<file path="src/rtl/prog_loader.sv">
`default_nettype none
// ============================================================================
//  Module      : prog_loader
//  Description : Streams bytes into MSB-first 32-bit words, writes them to
//                instruction RAM from index 0, and holds the CPU in reset
//                until the final word has been committed.
//  Revision    : 1.0 - initial release
// ============================================================================
module prog_loader #(
    parameter int MEM_DEPTH = 256,
    parameter int ADDR_W    = $clog2(MEM_DEPTH)
) (
    input  logic              clk,
    input  logic              reset,
    input  logic              start,
    input  logic              in_valid,
    output logic              in_ready,
    input  logic [7:0]        in_data,
    input  logic              in_last,
    output logic              mem_we,
    output logic [ADDR_W-1:0] mem_addr,
    output logic [31:0]       mem_wdata,
    output logic              cpu_reset,
    output logic              done,
    output logic              err,
    output logic [ADDR_W:0]   words_loaded
);

    typedef enum logic [2:0] {
        S_IDLE  = 3'd0,
        S_LOAD  = 3'd1,
        S_FLUSH = 3'd2,
        S_RUN   = 3'd3,
        S_ERROR = 3'd4
    } state_t;

    localparam logic [ADDR_W:0] c_depth = (ADDR_W+1)'(MEM_DEPTH);

    state_t              r_state;
    state_t              w_next;
    logic [1:0]          r_byte_cnt;
    logic [31:0]         r_word;
    logic [ADDR_W:0]     r_words_loaded;
    logic                r_mem_we;
    logic [ADDR_W-1:0]   r_mem_addr;
    logic [31:0]         r_mem_wdata;

    logic                w_full;
    logic                w_xfer;
    logic                w_clear;
    logic [31:0]         w_shifted;
    logic [4:0]          w_pad;

    assign w_full    = (r_words_loaded == c_depth);
    assign w_shifted = {r_word[23:0], in_data};
    // A word closed early on byte k needs (3-k) zero bytes below it; 3-k == ~k.
    assign w_pad     = {~r_byte_cnt, 3'b000};

    always_ff @(posedge clk or posedge reset) begin
        if (reset) begin
            r_state <= S_IDLE;
        end else begin
            r_state <= w_next;
        end
    end

    always_comb begin
        w_next    = r_state;
        in_ready  = 1'b0;
        cpu_reset = 1'b1;
        done      = 1'b0;
        err       = 1'b0;
        w_clear   = 1'b0;
        w_xfer    = 1'b0;
        case (r_state)
            S_IDLE: begin
                if (start) begin
                    w_clear = 1'b1;
                    w_next  = S_LOAD;
                end
            end
            S_LOAD: begin
                in_ready = !w_full;
                w_xfer   = in_valid && !w_full;
                if (w_xfer && in_last) begin
                    w_next = S_FLUSH;
                end else if (in_valid && w_full) begin
                    w_next = S_ERROR;
                end
            end
            S_FLUSH: begin
                w_next = S_RUN;
            end
            S_RUN: begin
                cpu_reset = 1'b0;
                done      = 1'b1;
                if (start) begin
                    w_clear = 1'b1;
                    w_next  = S_LOAD;
                end
            end
            S_ERROR: begin
                err = 1'b1;
            end
            default: begin
                w_next = S_IDLE;
            end
        endcase
    end

    always_ff @(posedge clk or posedge reset) begin
        if (reset) begin
            r_byte_cnt     <= 2'd0;
            r_word         <= 32'd0;
            r_words_loaded <= '0;
            r_mem_we       <= 1'b0;
            r_mem_addr     <= '0;
            r_mem_wdata    <= 32'd0;
        end else begin
            r_mem_we <= 1'b0;
            if (w_clear) begin
                r_byte_cnt     <= 2'd0;
                r_word         <= 32'd0;
                r_words_loaded <= '0;
            end else if (w_xfer) begin
                if (r_byte_cnt == 2'd3 || in_last) begin
                    r_mem_we       <= 1'b1;
                    r_mem_addr     <= r_words_loaded[ADDR_W-1:0];
                    r_mem_wdata    <= w_shifted << w_pad;
                    r_words_loaded <= r_words_loaded + 1'b1;
                    r_byte_cnt     <= 2'd0;
                    r_word         <= 32'd0;
                end else begin
                    r_byte_cnt <= r_byte_cnt + 2'd1;
                    r_word     <= w_shifted;
                end
            end
        end
    end

    assign mem_we       = r_mem_we;
    assign mem_addr     = r_mem_addr;
    assign mem_wdata    = r_mem_wdata;
    assign words_loaded = r_words_loaded;

endmodule
`default_nettype wire

</file>
<file path="config.mk">
export PLATFORM = sky130hd
export DESIGN_NAME = prog_loader
export DESIGN_NICKNAME = d
export VERILOG_FILES = /design/src/rtl/prog_loader.sv
export SDC_FILE = /design/constraint.sdc
export NUM_CORES = 1
export LEC_CHECK = 0
export CAP_MARGIN = 40
export CORE_MARGIN = 2
export CORE_UTILIZATION = 56
export CTS_CLUSTER_DIAMETER = 40
export DETAILED_ROUTE_END_ITERATION = 10
export PLACE_DENSITY_LB_ADDON = 0.2
export SYNTH_ARGS = -nofsm -noshare
export SYNTH_HDL_FRONTEND = slang
export SYNTH_SLANG_ARGS = --single-unit
</file>
<file path="constraint.sdc">
create_clock -name clk -period 4.25 [get_ports clk]
set_input_delay 0.85 -clock clk [delete_from_list [all_inputs] [get_ports clk]]
set_output_delay 0.85 -clock clk [all_outputs]
set_load 0.005 [all_outputs]
</file>
==> reports/results.txt <==
Outcome - finished clean
CP max stage delay - 0.46 ns
Die Height - 85.35 microns
R2R cell count - 7
Routed len/inst - 16.36 microns
Worst Path Max Fanout - 5
DR vias/cell - 5.714
Clk buf depth - 2
Critical Setup Path Class - reg -> out
Number of global-route vias before repair - 2653
Critical Path AT - 2.18 ns
Residual DRC - 0
Area Growth Syn to Fin - 24.14%
Die Wd - 85.35 microns
CTS H-Tree Depth - 3
Total of warnings raised by yosys - 0
CTS Hold Bufs - 0
Hold Vio Cnt, Final - 0
Synth Area per Inst - 10.59 sq um
Largest net degree at the start of global routing - 66
Crit path cell chain - inv_1 > ha_1 > nor4b_4 > nand2_1 > nor4bb_1 > clkdlybuf4s50_1
Total global routing overflow - 0
Most frequent cells in the layout - 79 x dfrtp_1, 66 x nand2_1, 66 x clkdlybuf4s50_1, 28 x a22o_1
Via count - 2794
Max Freq - 0.3298 GHz
Final worst slack - 1.218 ns
Gr usage total - 23.56%
Clock Skews - 0.01051 ns
Fin crit period - 3.032 ns
Hold Crit Class - reg -> reg
ANT nets after route - 0
Seq cells post-synth - 79
Post-CTS Setup Inserts - 0
Die area - 7285 sq um
CTS tree - yes
Asr flop ratio synth - 100.0%
Synth cell types - 41
Resized cells post-CTS - 0
Crit path capture type - output port
Layout Nets - 423
Input/output buffers - 66
Leakage - 2.026 nW
Slew Viols, Final - 0
I/O Pins - 67
TritonCTS Buffers - 9
Clock root buffer - clkbuf_8
Setup TNS - 0 ns
Post-Route WL - 8.000 mm
Initial antenna violation count - 0
Worst slew pin tran - 0.6798 ns
Layout cell share with drive strength beyond 1 - 11.89%
Router iterations before antenna repair - 4
Max Cap Viol - 0
Max VDD drop - 0.0003447 V
PwrDens - 549.9 nW/um^2
CP max-delay cell - clkdlybuf4s50_1
Fin crit share - 71.34%
Slew margin rel. - 54.51%
Reg clk slew, reported paths - 0.08 ns
Post-Place Worst Slack - 1.410 ns
RD Place Congestion - 0.8328
First-pass GRT wire length - 13.51 mm
CP required - 3.40 ns
Unrepaired setup endpoints after global routing - no
DPL Wire Length - 5.454 mm
Final setup fails - 0
Total core area - 6386 sq um
Mapped cell area - 3706 sq um
# diodes - 0
Critical Path Source Type - flop
Sink Count - 79
Synth Flop Type - dfrtp_1
Initial Utilization - 58.03%
Register area share after synthesis - 53.34%
Clk Latency, worst-skew pair - 0.35 ns
Mapped Cells - 350
Syn_nets - 366
Initial DRC count - 280
Commonest non-fill, non-tap cell in the layout - dfrtp_1
Row cnt - 29
EDFF count, synth - 0
Hold Path Depth - 2
## cells by family after synthesis
logic type | count (synthesis) | synth area share, %
AO/OA/AOI/OAI | 71 | 14.25
multiplexers | 25 | 7.292
buffers and inverters | 31 | 4.119
flip-flops | 79 | 53.34
AND/OR/NAND/NOR | 134 | 18.33
adder cells (fa/ha/maj) | 3 | 1.013
XOR/XNOR | 7 | 1.654
## layer usage
metal  vias up  routed length, microns  global-route usage (%)  part of all wire, %
li1       1348                       -                       -                    -
met1      1349                    3959                   37.18                   49
met5         -                       0                       0                    0
met3         9                     465                   5.350                  5.8
met4         0                     105                   6.926                  1.3
met2        88                    3470                   32.60                   43
## metrics by stage
stage | instances | utilization, % | hold slack [ns] | cell area, sq um | power, mW
global placement | 471 | 68.26 | 0.4595 | 4359 | 1.953
floorplan | 350 | - | 0.4628 | 3706 | 1.581
detailed placement | 473 | 68.93 | 0.4643 | 4402 | 1.986
CTS | 489 | 72.04 | 0.4813 | 4601 | 2.539
global route | 489 | 72.04 | 0.5069 | 4601 | 2.685
finish | 489 | 72.04 | 0.4783 | 4601 | 2.530
## worst paths after layout
check / slack (ns) / start / end
min: 0.48 / mem_wdata[10]$_DFFE_PP0P_ / mem_wdata[10]$_DFFE_PP0P_
min in group asynchronous: 0.82 / reset / mem_wdata[5]$_DFFE_PP0P_
min reg2reg: 0.48 / mem_wdata[10]$_DFFE_PP0P_ / mem_wdata[10]$_DFFE_PP0P_
max reg2reg: 1.90 / words_loaded[0]$_DFFE_PP0P_ / words_loaded[1]$_DFFE_PP0P_
max in group asynchronous: 2.84 / reset / mem_wdata[14]$_DFFE_PP0P_
max: 1.22 / words_loaded[0]$_DFFE_PP0P_ / in_ready
## critical path, delay by kind of cell, from the launching register on
| kind | cells | cell delay, ns |
|---|---|---|
| flops | 1 | 0.45 |
| buf+inv | 2 | 0.57 |
| simple gates | 3 | 0.66 |
| fa+ha+maj | 1 | 0.16 |
## sequential cells by signal, summed over array words and instances (netlist names)
signal,count
mem_we,1
r_state,3
words_loaded,9
mem_addr,8
r_word,24
r_byte_cnt,2
mem_wdata,32
## cells in the mapped netlist, types with 2 or more instances
cell type / number / area (sq um)
nor2b_1: 3 / 18.77
o21ai_1: 2 / 10.01
clkbuf_1: 7 / 26.28
a21oi_1: 2 / 10.01
a22o_1: 28 / 245.2
mux2_2: 16 / 180.2
ha_1: 3 / 37.54
inv_1: 4 / 15.01
buf_2: 15 / 75.07
a221oi_1: 8 / 70.07
o21ai_0: 26 / 130.1
nand3_1: 18 / 90.09
nand4_1: 2 / 12.51
nor2_1: 26 / 97.59
buf_6: 2 / 22.52
xnor2_1: 5 / 43.79
clkbuf_2: 2 / 10.01
nor3_1: 5 / 25.02
nand2_1: 66 / 247.7
mux2i_1: 9 / 90.09
xor2_1: 2 / 17.52
nor4b_4: 2 / 47.55
dfrtp_1: 79 / 1977
## layout make-up
type                       count  area [sq um]
inverter                       5         18.77
timing repair buffer          72         733.2
tap                           77         96.34
multi-input combinational    240          1577
clock buffer                  11         141.4
clock inverter                 5         57.56
sequential                    79          1977
fill                         468          1785
## report_power, final
group | internal, mW | switching (mW)
clock network | 0.286 | 0.270
registers | 0.920 | 0.137
logic | 0.475 | 0.441
No activity file was read; power rests on OpenSTA's default activity.
